## src/rtl/ram_loader_pkg.sv

```systemverilog
// rtl/ram_loader_pkg.sv - shared state encoding and command byte defaults for ram_loader
package ram_loader_pkg;

  localparam int ADDR_W_DEFAULT = 12;

  localparam logic [7:0] CMD_A_DEFAULT = 8'h41;
  localparam logic [7:0] CMD_W_DEFAULT = 8'h57;
  localparam logic [7:0] CMD_R_DEFAULT = 8'h52;

  typedef enum logic [3:0] {
    ST_IDLE,
    ST_ADDR_HI,
    ST_ADDR_LO,
    ST_DATA_HI,
    ST_DATA_LO,
    ST_WRITE,
    ST_READ,
    ST_READ_WAIT,
    ST_TX_HI,
    ST_TX_LO
  } state_t;

endpackage

```

## src/rtl/ram_loader.sv

```systemverilog
// rtl/ram_loader.sv - byte-stream command loader driving a word-wide synchronous RAM
module ram_loader
  import ram_loader_pkg::*;
#(
  parameter int         ADDR_W = ADDR_W_DEFAULT,
  parameter logic [7:0] CMD_A  = CMD_A_DEFAULT,
  parameter logic [7:0] CMD_W  = CMD_W_DEFAULT,
  parameter logic [7:0] CMD_R  = CMD_R_DEFAULT
) (
  input  logic              clk,
  input  logic              reset_b,
  input  logic [7:0]        rx_data,
  input  logic              rx_valid,
  output logic              rx_ready,
  output logic [7:0]        tx_data,
  output logic              tx_valid,
  input  logic              tx_ready,
  output logic [ADDR_W-1:0] ram_address,
  output logic [15:0]       ram_din,
  input  logic [15:0]       ram_dout,
  output logic              ram_rnw,
  output logic              ram_cs_b
);

  state_t      state;
  logic [7:0]  addr_hi;
  logic [15:0] tx_buf;
  logic        rx_fire;

  // Byte intake is open only in the states that are waiting for a command or payload byte.
  always_comb begin
    rx_ready = (state == ST_IDLE)    || (state == ST_ADDR_HI) || (state == ST_ADDR_LO) ||
               (state == ST_DATA_HI) || (state == ST_DATA_LO);
    rx_fire  = rx_ready && rx_valid;
  end

  // Command FSM; RAM strobes and tx outputs are registered, set on the transition into their state.
  always_ff @(posedge clk or negedge reset_b) begin
    if (!reset_b) begin
      state       <= ST_IDLE;
      addr_hi     <= 8'h00;
      ram_address <= '0;
      ram_din     <= 16'h0000;
      tx_buf      <= 16'h0000;
      ram_cs_b    <= 1'b1;
      ram_rnw     <= 1'b1;
      tx_valid    <= 1'b0;
      tx_data     <= 8'h00;
    end else begin
      // Strobes and tx_valid fall back to idle unless the next state asks for them.
      ram_cs_b <= 1'b1;
      ram_rnw  <= 1'b1;
      tx_valid <= 1'b0;
      unique case (state)
        ST_IDLE: begin
          if (rx_fire) begin
            if (rx_data == CMD_A) begin
              state <= ST_ADDR_HI;
            end else if (rx_data == CMD_W) begin
              state <= ST_DATA_HI;
            end else if (rx_data == CMD_R) begin
              state    <= ST_READ;
              ram_cs_b <= 1'b0;
            end
          end
        end
        ST_ADDR_HI: begin
          if (rx_fire) begin
            addr_hi <= rx_data;
            state   <= ST_ADDR_LO;
          end
        end
        ST_ADDR_LO: begin
          if (rx_fire) begin
            // Upper bits of the 16-bit address beyond the RAM depth are dropped.
            ram_address <= ADDR_W'({addr_hi, rx_data});
            state       <= ST_IDLE;
          end
        end
        ST_DATA_HI: begin
          if (rx_fire) begin
            ram_din[15:8] <= rx_data;
            state         <= ST_DATA_LO;
          end
        end
        ST_DATA_LO: begin
          if (rx_fire) begin
            ram_din[7:0] <= rx_data;
            state        <= ST_WRITE;
            ram_cs_b     <= 1'b0;
            ram_rnw      <= 1'b0;
          end
        end
        ST_WRITE: begin
          ram_address <= ram_address + ADDR_W'(1);
          state       <= ST_IDLE;
        end
        ST_READ: begin
          state <= ST_READ_WAIT;
        end
        ST_READ_WAIT: begin
          // RAM output register is valid now, one cycle after the strobe.
          tx_buf      <= ram_dout;
          tx_data     <= ram_dout[15:8];
          tx_valid    <= 1'b1;
          ram_address <= ram_address + ADDR_W'(1);
          state       <= ST_TX_HI;
        end
        ST_TX_HI: begin
          tx_valid <= 1'b1;
          if (tx_ready) begin
            tx_data <= tx_buf[7:0];
            state   <= ST_TX_LO;
          end else begin
            tx_data <= tx_buf[15:8];
          end
        end
        ST_TX_LO: begin
          if (tx_ready) begin
            state <= ST_IDLE;
          end else begin
            tx_valid <= 1'b1;
          end
        end
        default: begin
          state <= ST_IDLE;
        end
      endcase
    end
  end

endmodule

```

## config.mk

```make
export PLATFORM = sky130hd
export DESIGN_NAME = ram_loader
export DESIGN_NICKNAME = d
export VERILOG_FILES = /design/src/rtl/ram_loader_pkg.sv /design/src/rtl/ram_loader.sv
export SDC_FILE = /design/constraint.sdc
export NUM_CORES = 1
export LEC_CHECK = 0
export ABC_AREA = 0
export CAP_MARGIN = 20
export CELL_PAD_IN_SITES_DETAIL_PLACEMENT = 1
export CELL_PAD_IN_SITES_GLOBAL_PLACEMENT = 1
export CORE_AREA = 2 2 95 97
export DETAILED_ROUTE_END_ITERATION = 6
export DIE_AREA = 0 0 97 99
export PLACE_DENSITY_LB_ADDON = 0.05
export SLEW_MARGIN = 20
export SYNTH_ARGS = -nofsm -noshare
export SYNTH_HDL_FRONTEND = slang
export SYNTH_SLANG_ARGS = --single-unit
```

## constraint.sdc

```tcl
create_clock -name clk -period 1.6 [get_ports clk]
set_input_delay 0.16 -clock clk [delete_from_list [all_inputs] [get_ports clk]]
set_output_delay 0.16 -clock clk [all_outputs]
set_load 0.02 [all_outputs]
```

==> results.toml <==
[setup_path]
cpMaxStageDelayCell = "or4_4"
crit_type = "register to register"
critPathRequiredTime_ps = 1840
arrival_ps = 2040
cp_top_family = "compound AO/OA/AOI/OAI gates"
path_buf_inv = 0
crit_fanout = 5
cp_slowest_stage_delay_ps = 530
cp-start-kind = "register"
end_kind = "register"
cp_cell_sequence = "or4_4 -> a41o_1 -> o211a_1 -> a22o_1"

[synth]
synth_cell_types = 57
ys_seq_area_share_pct = 52.5
synthArstFlopShare_pct = 100
synth_fa_ha_area_share_pct = 0.416
synth-simple-area-share_pct = 12.9
syn-num-nets = 278
synth_top_flop_cell = "dfrtp_1"
synth_xor_area_share_pct = 0.291
synthMuxAreaShare_pct = 17.0
synth_compound_area_share_pct = 13.6
netlist_area_mm2 = 0.00301
synth_cells = 249
yosys_warnings = 0
avgSynthCellArea_um2 = 12.1
synth_top_family_by_area = "multiplexers"
synth_edf_count = 0
yosys_register_bits = 63

[placed_design]
placed_area_mm2 = 0.00416
io_buffers = 67
hpwl_um = 6360
finalWeightedCongestion = 0.864

[floorplan]
start_util_pct = 35.1
die_area_mm2 = 0.00960
die_x_um = 97
io_pins = 68
core_mm2 = 0.00855
rows = 34
die_h_um = 99

[timing]
finalSetupViolCount = 53
fin_crit_sh_pct = 112
max-slew-margin-rel_pct = 66.7
post-route-min-period_ps = 1800
setup_ws_ps = -200
clock_skew_ps = 7.79
fmax_ghz = 0.556
final_max_slew_viol_count = 0
worst_pin_slew_ps = 493
rsz0062_at_grt = "true"
finalHoldViolCount = 0

[route]
firstDrtPassIters = 4
drt_iter0_markers = 70
drc_errors = 0
routed_wl_um = 9070
post_drt_via_cell_ratio = 5.31
ant_nets = 0
num_vias = 2555
wl_per_cell_um = 18.8

[cells_and_area]
drive_above_1_share_pct = 39.7
n_fill_cell = 906
nNetsFinal = 397
n_antenna_cell = 0
syn2layout_area_growth_pct = 54.9
final_area_mm2 = 0.00466
post-route-util_pct = 54.4

[clock_network]
clock_latency_ps = 350
cts_root_buffer = "clkbuf_8"
clock-sinks = 63
numCtsBuffers = 9
path_clk_slew_ps = 70
cts_tree = "done"
htree_num_levels = 3
cts_buffer_depth = 2

[grt]
grt_pass1_wl_um = 14200
grt_usage_pct = 19.0
grt_max_degree = 26
overflow = 0
grt_pass1_vias = 2618
antenna_found_initial = 0

[pwr]
cellLeakagePower_nw = 2.11
p_per_area_mw_per_mm2 = 1720
peakVddDrop_uv = 665

[run]
cap_violations = 0

[run_status]
violations = "negative setup slack"
status = "finished, violations left"

[min_path]
hp-class = "input port to async pin"
worst paths after layout:
check                                      end  slack [ps]  cells after the start         from
worst max-delay path                  state[0]        -200                      4     state[3]
worst min-delay path            ram_address[1]         250                      2      reset_b
worst max register to register        state[0]        -200                      4     state[3]
worst min register to register      ram_din[1]         510                      1   ram_din[1]
max in group asynchronous              ram_rnw         810                      3      reset_b
min in group clk                     tx_buf[2]         420                      2  ram_dout[2]
registers in the layout, indices dropped and copies added (netlist names):
signal,count
state,4
ram_rnw,1
tx_valid,1
tx_data,8
ram_cs_b,1
tx_buf,16
ram_address,12
ram_din,16
addr_hi,4
per-layer routing:
layer	global-route usage, %	part of all wire (%)
met1	23.4	42
met2	32.0	53
met3	3.76	3.9
met4	9.53	1.8
met5	0	0
worst register-to-register path: stages (launching register included):
cell and delay (ps):
dfrtp_2 440, or4_4 530, a41o_1 270, o211a_1 250, a22o_1 200
area by class of cell:
type	count	area (um2)	area share [%]
Sequential cell	63	1580	34.0
Clock buffer	10	138	2.96
Clock inverter	6	68.8	1.48
Inverter	4	15.0	0.322
Tap cell	108	135	2.90
Timing Repair Buffer	123	1230	26.5
Multi-Input combinational cell	167	1480	31.9
per-stage QoR:
stage / worst slack (ps) / total power [mW] / std cells / hold WS, ps / TNS, ps
final: -200 / 8.02 / 481 / 252 / -4670
after global routing: -258 / 8.51 / 481 / 267 / -7920
after CTS: -182 / 7.90 / 474 / 254 / -4890
after detailed placement: -489 / 6.22 / 455 / 94.1 / -13760
after global placement: -460 / 6.11 / 455 / 92.5 / -12440
after floorplan: -105 / 4.59 / 249 / -136 / -1890
cell families (layout without fill, tap and decap cells):
logic type,after synthesis,after routing
AOI/OAI and AO/OA,50,50
xor gates and xnor gates,1,1
adders and majority gates,1,1
buffers and inverters,19,143
DFF,63,63
muxes,45,45
and+or+nand+nor,70,70
timing repair:
| action | in CTS | in global routing |
|---|---|---|
| hold buffers | 1 | 0 |
| setup endpoints to repair | 64 | 66 |
| setup buffers | 1 | 6 |
| pin swaps | 8 | 12 |
| endpoints found under the hold margin | 9 | 0 |
| cloned | 1 | 1 |
| gates resized for setup | 37 | 27 |
power breakdown:
group	internal (mW)	switching [mW]	total (mW)
Combinational	2.03	1.72	3.75
Sequential	2.28	0.541	2.82
Clock	0.766	0.686	1.45
cells in the mapped netlist, drive strengths merged (3+ instances only):
cell	count	share of area [%]
nor4	5	1.0
clkbuf	7	0.87
o21ai	8	1.5
a311oi	3	0.87
dfrtp	61	51
and3	5	1.0
mux2	36	14
a221o	10	3.3
buf	8	1.9
nor2	20	2.7
a21oi	6	1.1
o211ai	4	1.0
mux2i	9	3.0
inv	4	0.50
nor3	9	1.7
nand3	4	0.67
nand2	11	1.4
or3	4	1.0
cell usage in the layout, fill, tap and decap left out, drive strengths merged, types with 2 or more instances in the layout:
master | synthesis | final
dfstp | 2 | 2
clkbuf | 7 | 10
inv | 4 | 5
mux2 | 36 | 36
o31ai | 2 | 2
a221o | 10 | 10
buf | 8 | 56
o211ai | 4 | 4
a211oi | 2 | 2
nor2 | 20 | 20
and3 | 5 | 5
nand2b | 2 | 2
clkinvlp | 0 | 4
dlygate4sd2 | 0 | 5
o21ai | 8 | 8
a31o | 2 | 2
dfrtp | 61 | 61
o41ai | 2 | 2
a311oi | 3 | 3
or3 | 4 | 4
clkdlybuf4s50 | 0 | 54
nor4 | 5 | 5
a21oi | 6 | 6
nand3 | 4 | 4
dlymetal6s2s | 0 | 6
nand2 | 11 | 11
nor3 | 9 | 9
mux2i | 9 | 9
(Power assumes the default switching activity.)
